--- config.mk ---
export PLATFORM = sky130hd
export DESIGN_NAME = ram_port_arbiter
export DESIGN_NICKNAME = d
export VERILOG_FILES = /design/src/rtl/switch_ram_pkg.sv /design/src/rtl/rr_arbiter.sv /design/src/rtl/ram_port_arbiter.sv
export SDC_FILE = /design/constraint.sdc
export NUM_CORES = 1
export LEC_CHECK = 0
export ABC_AREA = 1
export BUFFER_PORTS_ARGS = -buffer_cell sky130_fd_sc_hd__buf_2
export CORE_UTILIZATION = 40
export CTS_CLUSTER_SIZE = 10
export DETAILED_ROUTE_END_ITERATION = 7
export HOLD_SLACK_MARGIN = 0.03
export PLACE_DENSITY = 0.75
export SLEW_MARGIN = 20
export SYNTH_ARGS = -nofsm -noshare
export SYNTH_HDL_FRONTEND = slang
export SYNTH_SLANG_ARGS = --single-unit
--- constraint.sdc ---
create_clock -name clk -period 11.9 [get_ports clk]
set_clock_uncertainty 0.15 [all_clocks]
set_input_delay 3.57 -clock clk [delete_from_list [all_inputs] [get_ports clk]]
set_output_delay 3.57 -clock clk [all_outputs]
set_load 0.02 [all_outputs]
--- src/rtl/switch_ram_pkg.sv ---
// Shared definitions for the packet-buffer RAM port arbiter and its round-robin sub-arbiters.
package switch_ram_pkg;

    localparam int DEFAULT_NUM_REQ = 4;

    // Index width for a requester count; a single requester still needs one bit.
    function automatic int id_width(input int n);
        return (n > 1) ? $clog2(n) : 1;
    endfunction

endpackage

--- src/rtl/rr_arbiter.sv ---
// Combinational round-robin arbiter: grants the lowest requesting index at or after ptr,
// and moves ptr past the winner only when the caller reports that the grant was taken.
module rr_arbiter
    import switch_ram_pkg::*;
#(
    parameter  int N   = DEFAULT_NUM_REQ,
    localparam int IDW = id_width(N)
) (
    input  logic           clk,
    input  logic           rst_n,
    input  logic [N-1:0]   req,
    input  logic           advance,
    output logic [N-1:0]   grant,
    output logic [IDW-1:0] grant_id
);

    logic [IDW-1:0] ptr;
    logic [IDW-1:0] cand;
    logic           found;

    always_comb begin
        grant    = '0;
        grant_id = '0;
        found    = 1'b0;
        cand     = '0;
        for (int k = 0; k < N; k++) begin
            cand = IDW'((int'(ptr) + k) % N);
            if (!found && req[cand]) begin
                found       = 1'b1;
                grant_id    = cand;
                grant[cand] = 1'b1;
            end
        end
    end

    always_ff @(posedge clk or negedge rst_n) begin
        if (!rst_n) begin
            ptr <= '0;
        end else if (advance && found) begin
            ptr <= (int'(grant_id) == N - 1) ? '0 : grant_id + 1'b1;
        end
    end

endmodule

--- src/rtl/ram_port_arbiter.sv ---
// Shares the write and read ports of one simple dual-port RAM (registered read) among
// NUM_REQ requesters, returning tagged read responses with a fixed two-cycle latency.
module ram_port_arbiter
    import switch_ram_pkg::*;
#(
    parameter int NUM_REQ    = DEFAULT_NUM_REQ,
    parameter int ADDR_WIDTH = 8,
    parameter int WORD_WIDTH = 8
) (
    input  logic                          clk,
    input  logic                          rst_n,

    input  logic [NUM_REQ-1:0]            wr_req_valid,
    output logic [NUM_REQ-1:0]            wr_req_ready,
    input  logic [NUM_REQ*ADDR_WIDTH-1:0] wr_req_addr,
    input  logic [NUM_REQ*WORD_WIDTH-1:0] wr_req_data,

    input  logic [NUM_REQ-1:0]            rd_req_valid,
    output logic [NUM_REQ-1:0]            rd_req_ready,
    input  logic [NUM_REQ*ADDR_WIDTH-1:0] rd_req_addr,
    output logic [NUM_REQ-1:0]            rd_rsp_valid,
    output logic [WORD_WIDTH-1:0]         rd_rsp_data,

    output logic                          ram_wren,
    output logic [ADDR_WIDTH-1:0]         ram_write_addr,
    output logic [WORD_WIDTH-1:0]         ram_write_data,
    output logic                          ram_rden,
    output logic [ADDR_WIDTH-1:0]         ram_read_addr,
    input  logic [WORD_WIDTH-1:0]         ram_read_data
);

    localparam int ID_WIDTH = id_width(NUM_REQ);

    logic [NUM_REQ-1:0]    wr_grant;
    logic [ID_WIDTH-1:0]   wr_id;
    logic [NUM_REQ-1:0]    rd_grant;
    logic [ID_WIDTH-1:0]   rd_id;
    logic                  wr_any;
    logic                  rd_any;
    logic                  collision;
    logic                  rd_fire;
    logic [ADDR_WIDTH-1:0] wr_addr_sel;
    logic [WORD_WIDTH-1:0] wr_data_sel;
    logic [ADDR_WIDTH-1:0] rd_addr_sel;

    logic                  vld_p1;
    logic [ID_WIDTH-1:0]   id_p1;
    logic                  vld_p2;
    logic [ID_WIDTH-1:0]   id_p2;

    rr_arbiter #(.N(NUM_REQ)) u_wr_arb (
        .clk      (clk),
        .rst_n    (rst_n),
        .req      (wr_req_valid),
        .advance  (wr_any),
        .grant    (wr_grant),
        .grant_id (wr_id)
    );

    rr_arbiter #(.N(NUM_REQ)) u_rd_arb (
        .clk      (clk),
        .rst_n    (rst_n),
        .req      (rd_req_valid),
        .advance  (rd_fire),
        .grant    (rd_grant),
        .grant_id (rd_id)
    );

    // Stage p0: select the winners' request fields and resolve address collisions.
    always_comb begin
        wr_addr_sel = '0;
        wr_data_sel = '0;
        rd_addr_sel = '0;
        for (int i = 0; i < NUM_REQ; i++) begin
            if (ID_WIDTH'(i) == wr_id) begin
                wr_addr_sel = wr_req_addr[i*ADDR_WIDTH +: ADDR_WIDTH];
                wr_data_sel = wr_req_data[i*WORD_WIDTH +: WORD_WIDTH];
            end
            if (ID_WIDTH'(i) == rd_id) begin
                rd_addr_sel = rd_req_addr[i*ADDR_WIDTH +: ADDR_WIDTH];
            end
        end
    end

    assign wr_any = |wr_grant;
    assign rd_any = |rd_grant;

    // The RAM reads old data on a same-cycle same-address write, so the read waits a cycle.
    assign collision    = wr_any && rd_any && (wr_addr_sel == rd_addr_sel);
    assign rd_fire      = rd_any && !collision;
    assign wr_req_ready = wr_grant;
    assign rd_req_ready = collision ? '0 : rd_grant;

    // Stage p1: registered RAM port drive plus the read tag.
    always_ff @(posedge clk or negedge rst_n) begin
        if (!rst_n) begin
            ram_wren       <= 1'b0;
            ram_write_addr <= '0;
            ram_write_data <= '0;
            vld_p1         <= 1'b0;
            id_p1          <= '0;
            ram_read_addr  <= '0;
        end else begin
            ram_wren <= wr_any;
            if (wr_any) begin
                ram_write_addr <= wr_addr_sel;
                ram_write_data <= wr_data_sel;
            end
            vld_p1 <= rd_fire;
            if (rd_fire) begin
                id_p1         <= rd_id;
                ram_read_addr <= rd_addr_sel;
            end
        end
    end

    assign ram_rden = vld_p1;

    // Stage p2: tag aligned with the RAM's registered read data.
    always_ff @(posedge clk or negedge rst_n) begin
        if (!rst_n) begin
            vld_p2 <= 1'b0;
            id_p2  <= '0;
        end else begin
            vld_p2 <= vld_p1;
            id_p2  <= id_p1;
        end
    end

    always_comb begin
        rd_rsp_valid = '0;
        if (vld_p2) begin
            rd_rsp_valid[id_p2] = 1'b1;
        end
    end

    assign rd_rsp_data = ram_read_data;

endmodule

==> metrics <==
vias in the first global route 3640; Mapped Nets 695; sequential element share of the synthesized area 24.2%; clock buffer depth 2; Die Y-Extent 97.1 um; H-tree Lvls 2; Hold Crit Class reg2reg; period utilisation layout 90.6%; area post-placement 4260 um2; MaxCap Viol Count 0; hold buffer count at CTS 0; CTS tree done; final antenna-violating net count 0; Total GRT Usage between 20% and 30%; final hold vios 0; clock sinks 35; Worst slew margin 48.2%; core area between 8000 and 9000 um2; design area 4340 um2; f_max 92.8 MHz; Antenna Cells 0; met2 routed WL 4.73 mm; commonest non-fill, non-tap cell in the layout nand2_1; top layer in use met4; Port Buffers between 100 and 150; hpwl dp 7.95 mm; worst-margin pin slew slightly below 0.8 ns; area of the mapped netlist 3620 um2; layout cells sized above 1 approximately 29%; Mean Syn Cell Area 6.48 um2; Final Setup Violations 0; status finished, final reports clean; placed insts between 700 and 800; Syn. warnings 0; filler instances 894; Slew Viols, Final 0; Post-CTS Setup Bufs 0; Finished Layout Cells a little under 800; Boundary Pins 160; WP data arrival between 7 and 8 ns; area growth from synthesis to layout 20.0%; unrepaired setup endpoints after global routing no; largest net degree at the start of global routing 40; Synth Area in Adders 7.96%; M1 wire length 4.51 mm; Detailed Route WL around 10 mm; Unique masters post-synth 33; drt first pass iters 4; Tmin final 10.78 ns; starting density of the core between 40% and 50%; WL per Instance around 13 um; vias per cell 4.96; Vias 3903; crit path max fanout 17; largest family of logic cells by synthesized area simple AND/OR/NAND/NOR gates; die area 9430 um2; fraction of the mapped netlist area in simple logic gates 39.4%; first-pass GRT wire length roughly 16 mm; Post-CTS Resized 0; post-synthesis compound-gate area fraction 16.3%; xor/xnor cell area share of the yosys netlist 0%; Critical Path RT a little over 8 ns; mux share of post-synthesis cell area 0%; most frequent cells in the layout 180 x nand2_1, 143 x buf_2, 53 x inv_1; Horiz. Die Dim between 90 and 100 um; clock-pin slew on the worst setup and hold paths 0.07 ns; clock root cell clkbuf_8; grt ovf 0; setup_tns 0 ns; CP Capture Type primary output; cell count after synthesis between 500 and 600; post-layout util 49.8%; cts bufs inserted 5; Final GP Congestion ~0.86; clk_lat worst skew 0.28 ns; flops & latches, synth 35; initial drt markers 166; final net count 815; critical path class in2out; initial antenna violation count 0; met3 routed WL 540 um; Setup crit start kind input pin; Row Count 34; Remaining DRCs 0
sequential cells by signal (all words and copies together), names as in the netlist:
name	cells
ram_rden	1
vld_p2	1
u_rd_arb.ptr	2
id_p1	2
id_p2	2
ram_read_addr	8
ram_write_data	8
u_wr_arb.ptr	2
ram_write_addr	8
ram_wren	1
worst paths after layout:
| check | startpoint | endpoint | slack, ns | cells after the start |
|---|---|---|---|---|
| min in group asynchronous | rst_n | ram_write_data[4]$_DFFE_PN0P_ | 3.21 | 1 |
| worst min-delay path | id_p1[1]$_DFFE_PN0P_ | id_p2[1]$_DFF_PN0_ | 0.23 | 0 |
| worst max-delay path | wr_req_valid[3] | rd_req_ready[0] | 1.12 | 27 |
| worst min register to register | id_p1[1]$_DFFE_PN0P_ | id_p2[1]$_DFF_PN0_ | 0.23 | 0 |
| worst max register to register | u_wr_arb.ptr[0]$_DFFE_PN0P_ | u_rd_arb.ptr[1]$_DFFE_PN0P_ | 7.10 | 26 |
| max in group asynchronous | rst_n | ram_write_addr[6]$_DFFE_PN0P_ | 7.90 | 1 |
metal layers:
| layer | global-route usage, % | up-vias |
|---|---|---|
| li1 | - | 2021 |
| met1 | 28.6 | 1723 |
| met2 | 33.7 | 143 |
| met3 | 1.87 | 16 |
| met4 | 6.77 | 0 |
| met5 | 0 | - |
Yosys cell counts, drive strengths merged:
library cell	count	area, um2
o211ai	4	30.0
a21boi	5	37.5
o21ai	24	139
o21a	1	7.51
clkbuf	3	12.5
nand4	9	56.3
nand2	190	758
inv	59	224
dfrtp	35	876
a21oi	57	353
a22oi	3	22.5
and2	1	6.26
ha	23	288
nand3	59	345
clkinv	1	3.75
nor2	53	239
buf	27	199
nor3	4	20.0
kinds of logic (layout without fill, tap and decap cells):
logic type,count (synthesis),count (layout)
flip-flops,35,35
AO/OA/AOI/OAI,94,94
AND/OR/NAND/NOR,316,316
adder cells (fa/ha/maj),23,23
buffers and inverters,90,211
worst max-delay path: stages:
cell and delay (ns):
buf_2 0.11, inv_1 0.04, nand2_1 0.08, nand3_4 0.14, nand2_4 0.10, inv_2 0.05, nand2_1 0.06, nor2_1 0.19
nand2_1 0.08, o211ai_1 0.08, inv_1 0.06, nand2_1 0.13, ha_1 0.55, inv_1 0.38, o211ai_1 0.22, nand2_1 0.07
nand2_1 0.18, inv_1 0.06, nand2_1 0.06, nand2_1 0.05, nor2_1 0.10, nand2_1 0.10, nor2_4 0.16, nand3_2 0.12
nand2_1 0.09, inv_1 0.04, buf_2 0.15
through the flow:
stage / setup WS (ns) / hold slack, ns
4_1_cts: 1.16 / 0.237
5_1_grt: 0.733 / 0.254
3_5_place_dp: 1.17 / 0.221
2_1_floorplan: 2.30 / 0.204
3_3_place_gp: 1.26 / 0.205
6_report: 1.12 / 0.233
cell type report:
type	count	area [um2]	area share (%)
Timing Repair Buffer	143	716	16.5
Multi-Input combinational cell	433	2300	53.0
Clock inverter	2	12.5	0.288
Sequential cell	35	876	20.2
Inverter	60	228	5.24
Clock buffer	6	72.6	1.67
Tap cell	108	135	3.11
Power is not shown: default switching activity piles up to over one toggle a cycle in this logic, so the estimate is an artifact.
